<file path="src/rtl/mc_ctrl_pkg.sv">
// Shared types for the multi-cycle control unit: state codes and instruction classes.
package mc_ctrl_pkg;

  localparam int unsigned STATE_W = 3;
  localparam int unsigned CLS_W   = 2;

  typedef enum logic [STATE_W-1:0] {
    ST_IDLE   = 3'd0,
    ST_FETCH  = 3'd1,
    ST_DECODE = 3'd2,
    ST_EXEC   = 3'd3,
    ST_MEM    = 3'd4,
    ST_WB     = 3'd5,
    ST_HALT   = 3'd6,
    ST_ERR    = 3'd7
  } state_t;

  typedef enum logic [CLS_W-1:0] {
    CLS_ALU    = 2'b00,
    CLS_LOAD   = 2'b01,
    CLS_STORE  = 2'b10,
    CLS_BRANCH = 2'b11
  } cls_t;

endpackage

</file>
<file path="src/rtl/mc_wait_timer.sv">
// Counts consecutive memory-stall cycles; expire flags the cycle that would reach MAX.
module mc_wait_timer #(
  parameter int unsigned MAX = 8,
  parameter int unsigned W   = 4
) (
  input  logic clk,
  input  logic rst,
  input  logic clr,
  input  logic inc,
  output logic expire
);

  logic [W-1:0] cnt;

  always_ff @(posedge clk) begin
    if (rst) begin
      cnt <= '0;
    end else if (clr) begin
      cnt <= '0;
    end else if (inc) begin
      cnt <= cnt + W'(1);
    end
  end

  // clr carries mem_rdy, so a handshake in the timeout cycle wins
  assign expire = inc & ~clr & (cnt == W'(MAX - 1));

endmodule

</file>
<file path="src/rtl/mc_ctrl_fsm.sv">
// Multi-cycle CPU control sequencer with memory handshake, stall timeout and halt at boundaries.
module mc_ctrl_fsm
  import mc_ctrl_pkg::*;
#(
  parameter int unsigned MEM_WAIT_MAX = 8,
  parameter int unsigned CNT_W        = 4
) (
  input  logic             clk,
  input  logic             rst,
  input  logic             safe,
  input  logic [CLS_W-1:0] ins_class,
  input  logic             mem_rdy,
  input  logic             halt_req,
  output logic             write_pc,
  output logic             pc_sel_br,
  output logic             write_ir,
  output logic             write_reg,
  output logic             la,
  output logic             lb,
  output logic             lc,
  output logic             lf,
  output logic             mem_req,
  output logic             mem_we,
  output logic             busy,
  output logic             err,
  output logic [STATE_W-1:0] state_o
);

  state_t state, state_n;
  cls_t   class_q;
  logic   in_mem_phase;
  logic   tmr_clr;
  logic   tmr_inc;
  logic   expire;

  // Counter only runs while waiting in FETCH/MEM; any other state leaves it zeroed for the next entry
  assign in_mem_phase = (state == ST_FETCH) || (state == ST_MEM);
  assign tmr_clr      = mem_rdy | ~in_mem_phase;
  assign tmr_inc      = in_mem_phase & ~mem_rdy;

  mc_wait_timer #(
    .MAX (MEM_WAIT_MAX),
    .W   (CNT_W)
  ) u_wait_timer (
    .clk    (clk),
    .rst    (rst),
    .clr    (tmr_clr),
    .inc    (tmr_inc),
    .expire (expire)
  );

  always_ff @(posedge clk) begin
    if (rst) begin
      state   <= ST_IDLE;
      class_q <= CLS_ALU;
    end else begin
      state <= state_n;
      if (state == ST_DECODE) begin
        class_q <= cls_t'(ins_class);
      end
    end
  end

  // Next-state and strobe decode; strobes are Mealy on the current state and handshake
  always_comb begin
    state_n   = state;
    write_pc  = 1'b0;
    pc_sel_br = 1'b0;
    write_ir  = 1'b0;
    write_reg = 1'b0;
    la        = 1'b0;
    lb        = 1'b0;
    lc        = 1'b0;
    lf        = 1'b0;
    mem_req   = 1'b0;
    mem_we    = 1'b0;
    busy      = 1'b0;
    err       = 1'b0;

    unique case (state)
      ST_IDLE: begin
        state_n = ST_FETCH;
      end
      ST_FETCH: begin
        busy    = 1'b1;
        mem_req = 1'b1;
        if (mem_rdy && safe) begin
          write_ir = 1'b1;
          write_pc = 1'b1;
          state_n  = ST_DECODE;
        end else if (expire) begin
          state_n = ST_ERR;
        end
      end
      ST_DECODE: begin
        busy    = 1'b1;
        la      = 1'b1;
        lb      = 1'b1;
        lc      = 1'b1;
        state_n = ST_EXEC;
      end
      ST_EXEC: begin
        busy = 1'b1;
        unique case (class_q)
          CLS_ALU: begin
            lf      = 1'b1;
            state_n = ST_WB;
          end
          CLS_LOAD, CLS_STORE: begin
            state_n = ST_MEM;
          end
          CLS_BRANCH: begin
            write_pc  = 1'b1;
            pc_sel_br = 1'b1;
            state_n   = halt_req ? ST_HALT : ST_FETCH;
          end
          default: state_n = ST_ERR;
        endcase
      end
      ST_MEM: begin
        busy    = 1'b1;
        mem_req = 1'b1;
        mem_we  = (class_q == CLS_STORE);
        if (mem_rdy) begin
          if (class_q == CLS_LOAD) begin
            state_n = ST_WB;
          end else begin
            state_n = halt_req ? ST_HALT : ST_FETCH;
          end
        end else if (expire) begin
          state_n = ST_ERR;
        end
      end
      ST_WB: begin
        busy      = 1'b1;
        write_reg = 1'b1;
        state_n   = halt_req ? ST_HALT : ST_FETCH;
      end
      ST_HALT: begin
        if (!halt_req) begin
          state_n = ST_FETCH;
        end
      end
      ST_ERR: begin
        err = 1'b1;
      end
      default: state_n = ST_IDLE;
    endcase
  end

  assign state_o = STATE_W'(state);

endmodule
</file>
<file path="config.mk">
export PLATFORM = sky130hd
export DESIGN_NAME = mc_ctrl_fsm
export DESIGN_NICKNAME = d
export VERILOG_FILES = /design/src/rtl/mc_ctrl_pkg.sv /design/src/rtl/mc_wait_timer.sv /design/src/rtl/mc_ctrl_fsm.sv
export SDC_FILE = /design/constraint.sdc
export NUM_CORES = 1
export LEC_CHECK = 0
export CORE_MARGIN = 4
export CORE_UTILIZATION = 44
export CTS_CLUSTER_SIZE = 40
export DETAILED_ROUTE_END_ITERATION = 6
export PLACE_DENSITY = 0.77
export REMOVE_ABC_BUFFERS = 1
export SYNTH_ARGS = -nofsm -noshare
export SYNTH_HDL_FRONTEND = slang
export SYNTH_SLANG_ARGS = --single-unit
</file>
<file path="constraint.sdc">
create_clock -name clk -period 1.6 [get_ports clk]
set_input_delay 0.16 -clock clk [delete_from_list [all_inputs] [get_ports clk]]
set_output_delay 0.16 -clock clk [all_outputs]
set_load 0.005 [all_outputs]
</file>
==> impl_results.md, run 1 <==
- Syn Inst Count: 84
- Worst Path Max Fanout: 3
- Crit start category: flop
- CP cell instances: and3b_1 -> and2_4 -> or2_2 -> clkbuf_2
- Fin util: 0.7866
- CP max stage cell: dfxtp_4
- Min-delay src: u_wait_timer.cnt[0]
- Mapped Area: 674.4 um^2
- CTS H-tree lvls: 1
- Vias: 774
- Die height: 47.15 um
- Status: finished clean
- Layout Skew: 0.007082 ns
- Clock Latency Late Sink: 0.26 ns
- Starting density of the core: 0.4936
- Logic pwr share: 0.305
- Critical path depth: 4
- Least-Margin Pin Slew: 0.2533 ns
- Max-cap violation count: 0
- Critical path's top delay family: simple AND/OR/NAND/NOR gates
- Router iterations before antenna repair: 4
- Clk network pwr share: 0.290
- Final Cell Area: 1075 um^2
- RSZ-0062 raised after global routing: false
- DRT met1 WL: 755 um
- Crit share post-route: 0.9599
- Pwr Density: 550.1 nW/um^2
- CP Data Required Time: 1.44 ns
- Reg2reg end: class_q[1]
- Site row count: 13
- Worst flop-to-flop path startpoint: state_o[1]
- Final weighted congestion in routability-driven placement: 0.7921
- GRT overflow: 0
- Seq cells post-synth: 9
- Worst Reg2Reg Path Length in Cells: 8
- Largest net degree at the start of global routing: 17
- Fmax: 651.1 MHz
- Post-synthesis async set-or-reset flop share: 0
- Tot Pwr: 0.5912 mW
- Final ANT Viol Nets: 0
- Reg clk slew, reported paths: 0.06 ns
- Wire length per cell: 13.00 um
- Net switching power: 0.1587 mW
- # DRC: 0
- Dpl cell area: 958.4 um^2
- N_diodes: 0
- Hold EP: u_wait_timer.cnt[0]
- Clock Tree Buf Depth: 2
- CTS tree: yes
- CTS root buf: clkbuf_4
- Worst hold path depth: 1
- Die Wd: 47.15 um
- Largest vdd supply drop: 0.4744 mV
- Final WL: 1781 um
- Crit path DAT: 1.38 ns
- Final Max Tran Viols: 0
- Avg Inst Size Synth: 8.029 um^2
- Post-synth EDFFs: 0
- Vias in the first global route: 762
- Top sig layer: met4
- Int Pwr: 0.4325 mW
- Fin. Hold Viols: 0
- CP peak stage delay: 0.37 ns
- Die footprint: 2223 um^2
- Dominant synthesized flop cell: dfxtp_1
- Sequential share of the synthesized area: 0.2672
- Avg Vias per Cell: 5.650
- Share of cells above drive strength 1: 0.3197
- Fillcell total: 100
- First-pass GRT wire length: 3249 um
- Post-DP HPWL: 1272 um
- Num CTS Buffers: 3
- IO Port Bufs: 21
- Nets: 135
- CP Capture Type: output pin
- CTS Sinks: 9
- Switch share: 0.2684
- Kind of critical path: reg -> out
- Flop pwr share: 0.404
- Met3 WL: 147 um
- Iteration-0 DRC Markers: 30
- Buffers & Inverters on Critical Path: 1
- Antenna violations before repair: 0
- Core Area: 1366 um^2
- Area Growth Syn to Fin: 59.37%
- Pleak: 0.5419 nW
- Relative slew slack: 0.8311
- Yosys warns: 0
- Met2 routed WL: 835 um
- Synth cell types: 37
- Crit path time final: 1.536 ns
- R2R setup slack: 0.14 ns
- Ports: 22
- All-Layer GR Usage: 0.2048
- Setup violations, final: 0
- Worst Hold Class: reg -> reg
[power by group through the flow]
stage / clock, mW / sequential (mW) / combinational [mW]
3_5_place_dp: 0 / 0.243 / 0.158
5_1_grt: 0.191 / 0.240 / 0.199
4_1_cts: 0.176 / 0.240 / 0.175
2_1_floorplan: 0 / 0.252 / 0.0531
6_report: 0.172 / 0.239 / 0.180
3_3_place_gp: 0 / 0.242 / 0.155
[through the flow]
step	cells	setup WS (ns)	TNS (ns)	hold slack, ns
global placement	126	-0.009907	-0.009907	0.4312
detailed placement	126	-0.02701	-0.02701	0.4524
CTS	137	-0.01323	-0.01323	0.4612
floorplan	76	0.004978	0	0.2294
finish	137	0.06419	0	0.4860
global route	137	0.02372	0	0.4797
[worst max path at each step]
stage | startpoint | end | slack, ns
after floorplan | state_o[1] | class_q[0] | 0.005
after global placement | mem_rdy | write_pc | -0.01
after detailed placement | mem_rdy | write_pc | -0.03
after CTS | state_o[2] | write_pc | -0.01
after global routing | state_o[2] | write_pc | 0.02
final | state_o[2] | write_pc | 0.06
[worst reg2reg max path: stages (launching register included)]
cell	delay, ns
dfxtp_4	0.36
buf_6	0.12
nor3b_2	0.14
buf_4	0.13
buf_4	0.13
buf_4	0.13
buf_4	0.12
a21oi_1	0.15
nor2_1	0.06
[cells by family after synthesis]
kind of cell | synth area share
adders and majority gates | 0.09276
and+or+nand+nor | 0.2839
muxes | 0.01484
AOI/OAI and AO/OA | 0.1948
xor gates and xnor gates | 0.03897
buffers and inverters | 0.1076
DFF | 0.2672
[routing by layer]
layer  GRT usage  vias to the layer above
li1            -                      375
met1      0.2564                      359
met2      0.3388                       34
met3     0.06130                        6
met4     0.06077                        0
met5           0                        -
[placed cells by master, fill, tap and decap left out, drive strengths merged, types with 2 or more instances in the layout]
master / Yosys / routed
buf: 5 / 21
nor2: 11 / 11
clkdlybuf4s50: 0 / 9
dfxtp: 9 / 9
dlygate4sd2: 0 / 8
clkbuf: 3 / 7
inv: 6 / 6
a21oi: 6 / 6
ha: 5 / 5
and3: 3 / 3
a21o: 3 / 3
and2: 3 / 3
and3b: 2 / 2
xnor2: 2 / 2
nand3: 2 / 2
nand2: 2 / 2
nand3b: 2 / 2
nor3b: 2 / 2
or4: 2 / 2
[synth_stat cells (all sizes together), types with 2 or more instances]
| library cell | count | area share |
|---|---|---|
| and3b | 2 | 0.026 |
| and2 | 3 | 0.028 |
| nor3b | 2 | 0.022 |
| buf | 5 | 0.054 |
| xnor2 | 2 | 0.026 |
| a21oi | 6 | 0.045 |
| nand2 | 2 | 0.011 |
| or4 | 2 | 0.028 |
| nand3 | 2 | 0.015 |
| a21o | 3 | 0.033 |
| nor2 | 11 | 0.061 |
| and3 | 3 | 0.028 |
| inv | 6 | 0.033 |
| nand3b | 2 | 0.022 |
| ha | 5 | 0.093 |
| dfxtp | 9 | 0.27 |
| clkbuf | 3 | 0.020 |
[state kept, by name, indices dropped and copies added (netlist names)]
name              count
class_q               2
state_o               3
u_wait_timer.cnt      4
[layout make-up]
type | count | area [um^2] | share of cell area
multi-input combinational | 61 | 450.4 | 0.4191
timing repair buffer | 42 | 365.4 | 0.3399
sequential | 9 | 191.4 | 0.1781
clock buffer | 4 | 26.28 | 0.02445
inverter | 6 | 22.52 | 0.02095
tap | 15 | 18.77 | 0.01746
[what timing repair did]
| item | 4_1_cts | 5_1_grt |
|---|---|---|
| gates resized for setup | 28 | 9 |
| pin swaps | 3 | 0 |
| endpoints found under the setup margin | 12 | 4 |
| setup buffers | 7 | 0 |
| hold buffers | 0 | 0 |
Note: power is estimated with default switching activity, not from simulation.
==> inputs of run 2 (changes only) <==
ABC_CLOCK_PERIOD_IN_PS = 1600   (was not set)
==> results of run 2 <==
Final layout, timing and power as in run 1 (identical DEF).
